`config.mk`:
```
export PLATFORM = sky130hd
export DESIGN_NAME = store_write_buffer
export DESIGN_NICKNAME = d
export VERILOG_FILES = /design/src/rtl/mips_pkg.sv /design/src/rtl/swb_match.sv /design/src/rtl/store_write_buffer.sv
export SDC_FILE = /design/constraint.sdc
export NUM_CORES = 1
export LEC_CHECK = 0
export ABC_AREA = 1
export ABC_CLOCK_PERIOD_IN_PS = 12650
export CAP_MARGIN = 0
export CELL_PAD_IN_SITES_DETAIL_PLACEMENT = 0
export CELL_PAD_IN_SITES_GLOBAL_PLACEMENT = 1
export CORE_MARGIN = 3
export CORE_UTILIZATION = 30
export DETAILED_ROUTE_END_ITERATION = 10
export PLACE_DENSITY = 0.66
export SYNTH_ARGS = -nofsm -noshare
export SYNTH_HDL_FRONTEND = slang
export SYNTH_SLANG_ARGS = --single-unit
```
`constraint.sdc`:
```
create_clock -name clk -period 12.65 [get_ports clk]
set_clock_uncertainty 0.05 [all_clocks]
set_input_delay 2.53 -clock clk [delete_from_list [all_inputs] [get_ports clk]]
set_output_delay 2.53 -clock clk [all_outputs]
set_load 0.02 [all_outputs]
```
`src/rtl/mips_pkg.sv`:
```
// mips_pkg: constants and entry type shared by the store buffer and the dmem interface
package mips_pkg;
  localparam int SWB_DEPTH = 4;
  localparam int SWB_AW = 32;
  localparam int SWB_DW = 32;
  typedef struct packed {
    logic [SWB_AW-1:0] addr;
    logic [SWB_DW-1:0] data;
  } store_entry_t;
endpackage

```
`src/rtl/swb_match.sv`:
```
// swb_match: word-address snoop across pending stores, youngest match wins
module swb_match
  import mips_pkg::*;
#(
  parameter int DEPTH = SWB_DEPTH,
  parameter int TW = SWB_AW - 2
) (
  input  logic [DEPTH-1:0]         valid,
  input  logic [TW-1:0]            tags [DEPTH],
  input  logic [$clog2(DEPTH)-1:0] head,
  input  logic [TW-1:0]            ld_tag,
  output logic                     hit,
  output logic [$clog2(DEPTH)-1:0] idx
);
  localparam int PW = $clog2(DEPTH);
  logic [PW-1:0] pos;
  // walk oldest to youngest so the last match seen is the youngest
  always_comb begin
    hit = 1'b0;
    idx = '0;
    pos = '0;
    for (int k = 0; k < DEPTH; k++) begin
      pos = head + PW'(k);
      if (valid[pos] && tags[pos] == ld_tag) begin
        hit = 1'b1;
        idx = pos;
      end
    end
  end
endmodule

```
`src/rtl/store_write_buffer.sv`:
```
// store_write_buffer: in-order store FIFO to the data bus with store-to-load forwarding
module store_write_buffer
  import mips_pkg::*;
#(
  parameter int DEPTH = SWB_DEPTH,
  parameter int AW = SWB_AW,
  parameter int DW = SWB_DW
) (
  input  logic                       clk,
  input  logic                       reset,
  input  logic                       cpu_we,
  input  logic [AW-1:0]              cpu_addr,
  input  logic [DW-1:0]              cpu_wdata,
  output logic                       cpu_stall,
  input  logic [AW-1:0]              ld_addr,
  output logic                       ld_hit,
  output logic [DW-1:0]              ld_data,
  output logic                       bus_valid,
  input  logic                       bus_ready,
  output logic [AW-1:0]              bus_addr,
  output logic [DW-1:0]              bus_wdata,
  output logic                       empty,
  output logic [$clog2(DEPTH+1)-1:0] count
);
  localparam int PW = $clog2(DEPTH);
  localparam int CW = $clog2(DEPTH + 1);
  logic [AW-1:0] addr_q [DEPTH];
  logic [DW-1:0] data_q [DEPTH];
  logic [AW-3:0] tags [DEPTH];
  logic [DEPTH-1:0] valid_q;
  logic [PW-1:0] head, tail, idx;
  logic [CW-1:0] count_q;
  logic full, push, pop, unused_lsb;
  assign full = count_q == CW'(DEPTH);
  assign empty = count_q == '0;
  assign count = count_q;
  assign push = cpu_we && !full;
  assign pop = bus_valid && bus_ready;
  assign cpu_stall = full && cpu_we;
  assign bus_valid = !empty;
  assign bus_addr = bus_valid ? addr_q[head] : '0;
  assign bus_wdata = bus_valid ? data_q[head] : '0;
  assign ld_data = ld_hit ? data_q[idx] : '0;
  assign unused_lsb = ^ld_addr[1:0];
  always_ff @(posedge clk or negedge reset) begin
    if (!reset) begin
      head <= '0;
      tail <= '0;
      count_q <= '0;
      valid_q <= '0;
    end else begin
      if (push) begin
        tail <= tail + PW'(1);
        valid_q[tail] <= 1'b1;
      end
      if (pop) begin
        head <= head + PW'(1);
        valid_q[head] <= 1'b0;
      end
      count_q <= count_q + CW'(push) - CW'(pop);
    end
  end
  // payload needs no reset: every read is qualified by valid/count
  always_ff @(posedge clk) begin
    if (push) begin
      addr_q[tail] <= cpu_addr;
      data_q[tail] <= cpu_wdata;
    end
  end
  always_comb begin
    for (int i = 0; i < DEPTH; i++) tags[i] = addr_q[i][AW-1:2];
  end
  swb_match #(.DEPTH(DEPTH), .TW(AW - 2)) u_match (
    .valid(valid_q),
    .tags(tags),
    .head(head),
    .ld_tag(ld_addr[AW-1:2]),
    .hit(ld_hit),
    .idx(idx)
  );
endmodule

```
==> impl_metrics.ini, run 1 <==
[outcome]
run_status = completed

[setup_path]
path_max_fanout = 64
path_class = reg2out
critPathMaxStageDelay_ns = 1.01
crit_path_top_delay_cell = dfrtp_4
worst_path_required_ns = 10.07
reg2reg_from = head[1]
cp_data_arrival_time_ns = 8.36
reg2reg_to = head[1]
timing.critical_path.to_type = output pin
start_kind = flip-flop
ff2ff_setup_slack_ns = 9.12
worst_path_dominant_cell_family = buffers and inverters
reg2reg_depth = 4
critPathBufInv = 5
cp_cell_sequence = clkinv_2 > ha_2 > inv_2 > buf_4 > nand3_1 > nand3_1 > nand2_1 > nor2_1 > nand2_1 > nor2_1 > nand2_1 > nor2_1 > nand2_1 > nand2_1 > nand2_2 > nand2_2 > buf_4 > nand2_1 > nand3_1 > nand2_1 > nor2_1 > clkdlybuf4s50_1
critPathMostFrequentCell = nand2_1
critical_path_cell_count = 22

[sta]
final_setup_tns_ns = 0
final_critical_path_time_including_i_o_delays_and_setup_ns = 10.94
tightestPinTransition_ns = 1.10
slew-limit-headroom = 0.266
rsz0062_at_grt = false
tcrit_tclk_final = 0.864
report.final.slew_viol_count = 0
setup_viol = 0
report.final.hold_viol_count = 0
max_clock_freq_mhz = 91.4

[synth]
ys_top_cells_by_area = edfxtp_1 (48%), nand2_1 (17%), nand3_1 (12%)
ys_seq_elements = 267
syn-mean-instance-area_um2 = 7.61
netlist_area_um2 = 15900
synth_ff_type = edfxtp_1
synth-seq-area-share = 0.502
synthArstFlopShare = 0.0412
synth_top_cells_by_count = nand2_1 (724), nand3_1 (389), nor2_1 (288)
yosysTopAreaCell = edfxtp_1
synthDistinctLibCells = 27
postSynthCellCount = 2086
yosys_warnings = 0
synth_edf_count = 256
yosysTopAreaCellShare = 0.484
synth_fp_nets = 2197
synth.most_common_cell = nand2_1

[cells_and_area]
layout.cell_area.non_filler_um2 = 19500
flow.area_growth_from_synthesis_pct = 22.5
regArea_um2 = 7970
num-nets-final = 2347
layout.filler_cells = 5315
multi_input_comb_area_um2 = 7080
fraction_of_layout_cells_with_a_size_suffix_above_1 = 0.0354

[clock_network]
ctsRootBufferMaster = clkbuf_16
cts_setup_buffers = 0
number_of_sinks_handled_by_clock_tree_synthesis = 267
max-clock-path-buffers = 3
htreeDepth = 2
cts_inserted_buffers = 35
cts.clk_slew.worst_paths_ns = 0.06
postCtsResizedCells = 0
clock_insertion_delay_worst_skew_ns = 0.54
holdBufCountCts = 0
tritoncts = yes

[die]
floorplan.die.width_um = 236
start_util = 0.306
rows = 83
die-height_um = 236
core_um2 = 51800
io-pin-count = 203
die-area_um2 = 55700

[detailed_routing]
detail_route.vias_per_cell = 5.00
drt-pass1-iter-count = 5
antenna_violating_nets_post_route = 0
detail_route.drc_violations = 0
detailroute.via_count = 14700
wl_per_cell_um = 19.4
route.final.wire_length_mm = 57.2
drt_iter0_drc = 1105

[worst_hold_path]
hold_path_end = valid_q[2]
hold_path_startpoint = valid_q[2]
whs_path_depth = 2
worstHoldPathType = reg2reg

[place]
placement.cell_area_um2 = 18400
gp_congestion = 0.828
dp_hpwl_mm = 37.6
io_buffers = 200

[grt]
grt_antenna_before_repair = 9
grt_max_degree = 101
grtUsageTotal = 0.201
grt_overflow_total = 0
via_count_of_the_first_global_routing_pass = 14100
grt_pass1_wl_mm = 85.4

[power_and_ir_drop]
ir_drop_uv = 178
power.static_leakage_uw = 0.00792
cellPowerDensity_nw_per_um2 = 269

[flow_run]
drv_cap = 0
report_power, final:
| group | total, µW | leakage [µW] | switching (µW) | internal (µW) |
|---|---|---|---|---|
| clock network | 916 | 0.000499 | 383 | 533 |
| logic | 3010 | 0.00495 | 2040 | 971 |
| registers | 1310 | 0.00247 | 138 | 1180 |
| total | 5240 | 0.00792 | 2560 | 2680 |
routing by layer:
layer	wire [µm]	part of all wire	vias to the layer above	GRT usage
met5	80	0.0014	-	0
met4	1760	0.031	12	0.0706
met3	3580	0.063	92	0.0445
met2	26500	0.46	425	0.324
met1	25300	0.44	6939	0.265
li1	-	-	7251	-
worst max path at each step:
stage,from,endpoint
after global placement,head[1],ld_data[5]
final,head[1],ld_data[4]
after floorplan,ld_addr[22],ld_data[22]
after detailed placement,head[1],ld_data[5]
after CTS,head[1],ld_data[5]
after global routing,head[1],ld_data[5]
worst register-to-register path, cell delays in order, from the launching register on:
cell and delay [ns]:
dfrtp_4 1.01, clkinv_2 0.86, ha_2 0.58, inv_2 0.66
o21ai_0 0.21
cell type report:
class / count / area share
flip-flops and latches: 267 / 0.410
repair buffers: 221 / 0.111
inverters: 90 / 0.0177
diodes: 3 / 0.000386
multi-input cells: 1621 / 0.364
well taps: 680 / 0.0437
clock inverters: 13 / 0.00630
clock buffers: 46 / 0.0472
layout by cell type, fill, tap and decap left out, drive strengths merged, types with 4 or more instances in the layout:
cell	Yosys	layout
clkdlybuf4s50	0	200
inv	88	88
xor2	19	19
clkinv	2	13
clkbuf	32	46
edfxtp	256	256
a21oi	75	75
nand3b	4	4
nand3	389	389
nand2	727	727
ha	10	10
o21ai	99	99
dfrtp	11	11
buf	76	21
nor2	288	288
sequential cells by signal (all words and copies together) (netlist names):
name,cells
addr_q,128
data_q,128
valid_q,4
count,3
head,2
tail,2
metrics by stage:
stage | hold WS, ns | instances | worst slack (ns) | power, µW | utilization
global route | 0.522 | 2940 | 1.14 | 5660 | 0.375
detailed placement | 0.472 | 2879 | 2.19 | 4360 | 0.355
CTS | 0.484 | 2938 | 1.58 | 5300 | 0.375
floorplan | 0.441 | 2086 | 5.88 | 3220 | -
finish | 0.486 | 2941 | 1.71 | 5240 | 0.375
global placement | 0.460 | 2879 | 2.23 | 4350 | 0.355
cell families (layout without fill, tap and decap cells):
| family | Yosys count | count (layout) | synth area share |
|---|---|---|---|
| xor+xnor | 21 | 21 | 0.0116 |
| compound gates | 174 | 174 | 0.0551 |
| flops | 267 | 267 | 0.502 |
| buf+inv | 198 | 370 | 0.0552 |
| simple gates | 1415 | 1415 | 0.367 |
| fa+ha+maj | 11 | 11 | 0.00914 |
| other cells | 0 | 3 | 0 |
Note: power is estimated with default switching activity, not from simulation.
==> inputs of run 2 (changes only) <==
- ABC_CLOCK_PERIOD_IN_PS: 12650 -> 11800
- CORE_ASPECT_RATIO: default -> 1.4
- CORE_MARGIN: 3 -> default
- clock period: 12.65 -> 11.8 ns (I/O delays scaled with it)
==> run 2 against run 1 <==
Net effect:
- sequential share of layout area about the same
- first-iteration DRC count fell by 18%
- non-clock buffer count is the same
- die area down 3.3%
- clock power up 4.7%
- core utilization is 0.26 points lower
- power up 6.8%
- combinational power up 8.0%
- critical path depth stayed put
- highest routed layer unchanged
==> impl_metrics.ini, run 2 (synthesis results as in run 1) <==
[detailed_routing]
detail_route.vias_per_cell = 4.96
detailroute.via_count = 14700
detail_route.drc_violations = 0
wl_per_cell_um = 19.6
route.final.wire_length_mm = 58.0
drt_iter0_drc = 906
antenna_violating_nets_post_route = 0
drt-pass1-iter-count = 5

[sta]
report.final.slew_viol_count = 0
tightestPinTransition_ns = 1.04
final_setup_tns_ns = 0
hold-worst-slack_ns = 0.480
rsz0062_at_grt = false
max_clock_freq_mhz = 103
slew-limit-headroom = 0.308
final_critical_path_time_including_i_o_delays_and_setup_ns = 9.69
setup_viol = 0
tcrit_tclk_final = 0.821
report.final.hold_viol_count = 0

[power_and_ir_drop]
power.static_leakage_uw = 0.00791
ir_drop_uv = 169
cellPowerDensity_nw_per_um2 = 288

[clock_network]
tritoncts = yes
clock_insertion_delay_worst_skew_ns = 0.59
htreeDepth = 1
cts_setup_buffers = 0
cts.clk_slew.worst_paths_ns = 0.06
ctsRootBufferMaster = clkbuf_16
cts_inserted_buffers = 31
postCtsResizedCells = 0
max-clock-path-buffers = 3
holdBufCountCts = 0
number_of_sinks_handled_by_clock_tree_synthesis = 267

[cells_and_area]
num-nets-final = 2343
layout.cell_area.non_filler_um2 = 19400
flow.area_growth_from_synthesis_pct = 22.5
most-common-layout-cells = nand2_1 (724), nand3_1 (389), nor2_1 (284)
fraction_of_layout_cells_with_a_size_suffix_above_1 = 0.0364
mostFrequentLayoutCell = nand2_1
largestRegisters = addr_q (128), data_q (128), valid_q (4)

[setup_path]
timing.critical_path.to_type = output pin
worst_path_required_ns = 9.39
ff2ff_setup_slack_ns = 8.69
reg2reg_depth = 5
path_class = reg2out
start_kind = flip-flop
reg2reg_to = addr_q[3][12]
path_max_fanout = 85
cp_data_arrival_time_ns = 7.28
reg2reg_from = count[1]

[grt]
grt_antenna_before_repair = 3
grtUsageTotal = 0.215
via_count_of_the_first_global_routing_pass = 14400
grt_max_degree = 86
grt_pass1_wl_mm = 86.6
grt_overflow_total = 0

[die]
io-pin-count = 203
rows = 99
floorplan.die.width_um = 196
die-area_um2 = 53900
die-height_um = 274
start_util = 0.304
core_um2 = 52100

[place]
dp_hpwl_mm = 38.6
gp_congestion = 0.913
placement.cell_area_um2 = 18500
io_buffers = 200

[worst_hold_path]
whs_path_depth = 2
hold_path_end = valid_q[2]
worstHoldPathType = reg2reg
hold_path_startpoint = valid_q[2]

[outcome]
run_status = completed

[flow_run]
drv_cap = 0
run 2: cell count changes in the layout (fill, tap and decap cells not counted):
cell	delta
buf_12	+1
buf_4	-1
bufinv_16	+3
clkbuf_1	-8
clkbuf_16	-4
clkinv_1	+1
clkinv_2	+4
clkinv_4	+1
clkinv_8	-2
diode_2	-2
inv_16	-1
inv_6	+1
run 2: cell type report:
cell class / count / area [µm²]
antenna: 1 / 2.50
clock buffer: 34 / 787
clock inverter: 20 / 201
fill: 5346 / 32700
inverter: 90 / 344
multi-input combinational: 1621 / 7080
sequential: 267 / 7970
tap: 707 / 885
timing repair buffer: 221 / 2170
run 2: where the power goes:
part           switching (µW)  internal, µW
Sequential                121          1260
Clock                     397           562
Combinational            2210          1040
Total                    2730          2860
run 2: worst max-delay path by stage:
| stage | startpoint | endpoint | slack [ns] | cells after the start |
|---|---|---|---|---|
| after floorplan | ld_addr[22] | ld_data[22] | 5.37 | 13 |
| after global routing | head[0] | ld_data[27] | 1.63 | 22 |
| after global placement | ld_addr[14] | ld_data[28] | 2.43 | 19 |
| after detailed placement | ld_addr[14] | ld_data[28] | 2.41 | 19 |
| after CTS | head[0] | ld_data[28] | 1.98 | 22 |
| final | head[0] | ld_data[27] | 2.11 | 22 |
run 2: metal layers:
layer | vias to the layer above | share of wire | GRT usage
met1 | 6940 | 0.39 | 0.243
met4 | 4 | 0.036 | 0.0837
met2 | 398 | 0.52 | 0.400
met3 | 100 | 0.057 | 0.0354
li1 | 7246 | - | -
met5 | - | 0.00053 | 0
run 2: per-stage QoR:
| stage | setup slack, ns | std cells | power (µW) | util |
|---|---|---|---|---|
| floorplan | 5.37 | 2086 | 3460 | - |
| global placement | 2.43 | 2906 | 4670 | 0.354 |
| detailed placement | 2.41 | 2906 | 4700 | 0.354 |
| CTS | 1.98 | 2960 | 5680 | 0.373 |
| global route | 1.63 | 2960 | 6040 | 0.373 |
| finish | 2.11 | 2961 | 5600 | 0.373 |
run 2: worst max-delay path, stage by stage, from the launching register on:
cell and delay [ns]:
dfrtp_4 0.63, inv_6 0.54, ha_2 0.41, inv_2 0.60, buf_4 0.44, nand3_1 0.14
nand2_1 0.14, o21ai_0 0.09, nor2_1 0.15, nand2_1 0.08, nor2_1 0.14, nand2_1 0.07
nor2_1 0.26, inv_2 0.11, nand2_1 0.09, nand2_2 0.53, nand2_2 0.70, buf_12 0.37
nand2_1 0.09, nand3_1 0.09, nand2_1 0.07, nor2_1 0.19, clkdlybuf4s50_1 0.64
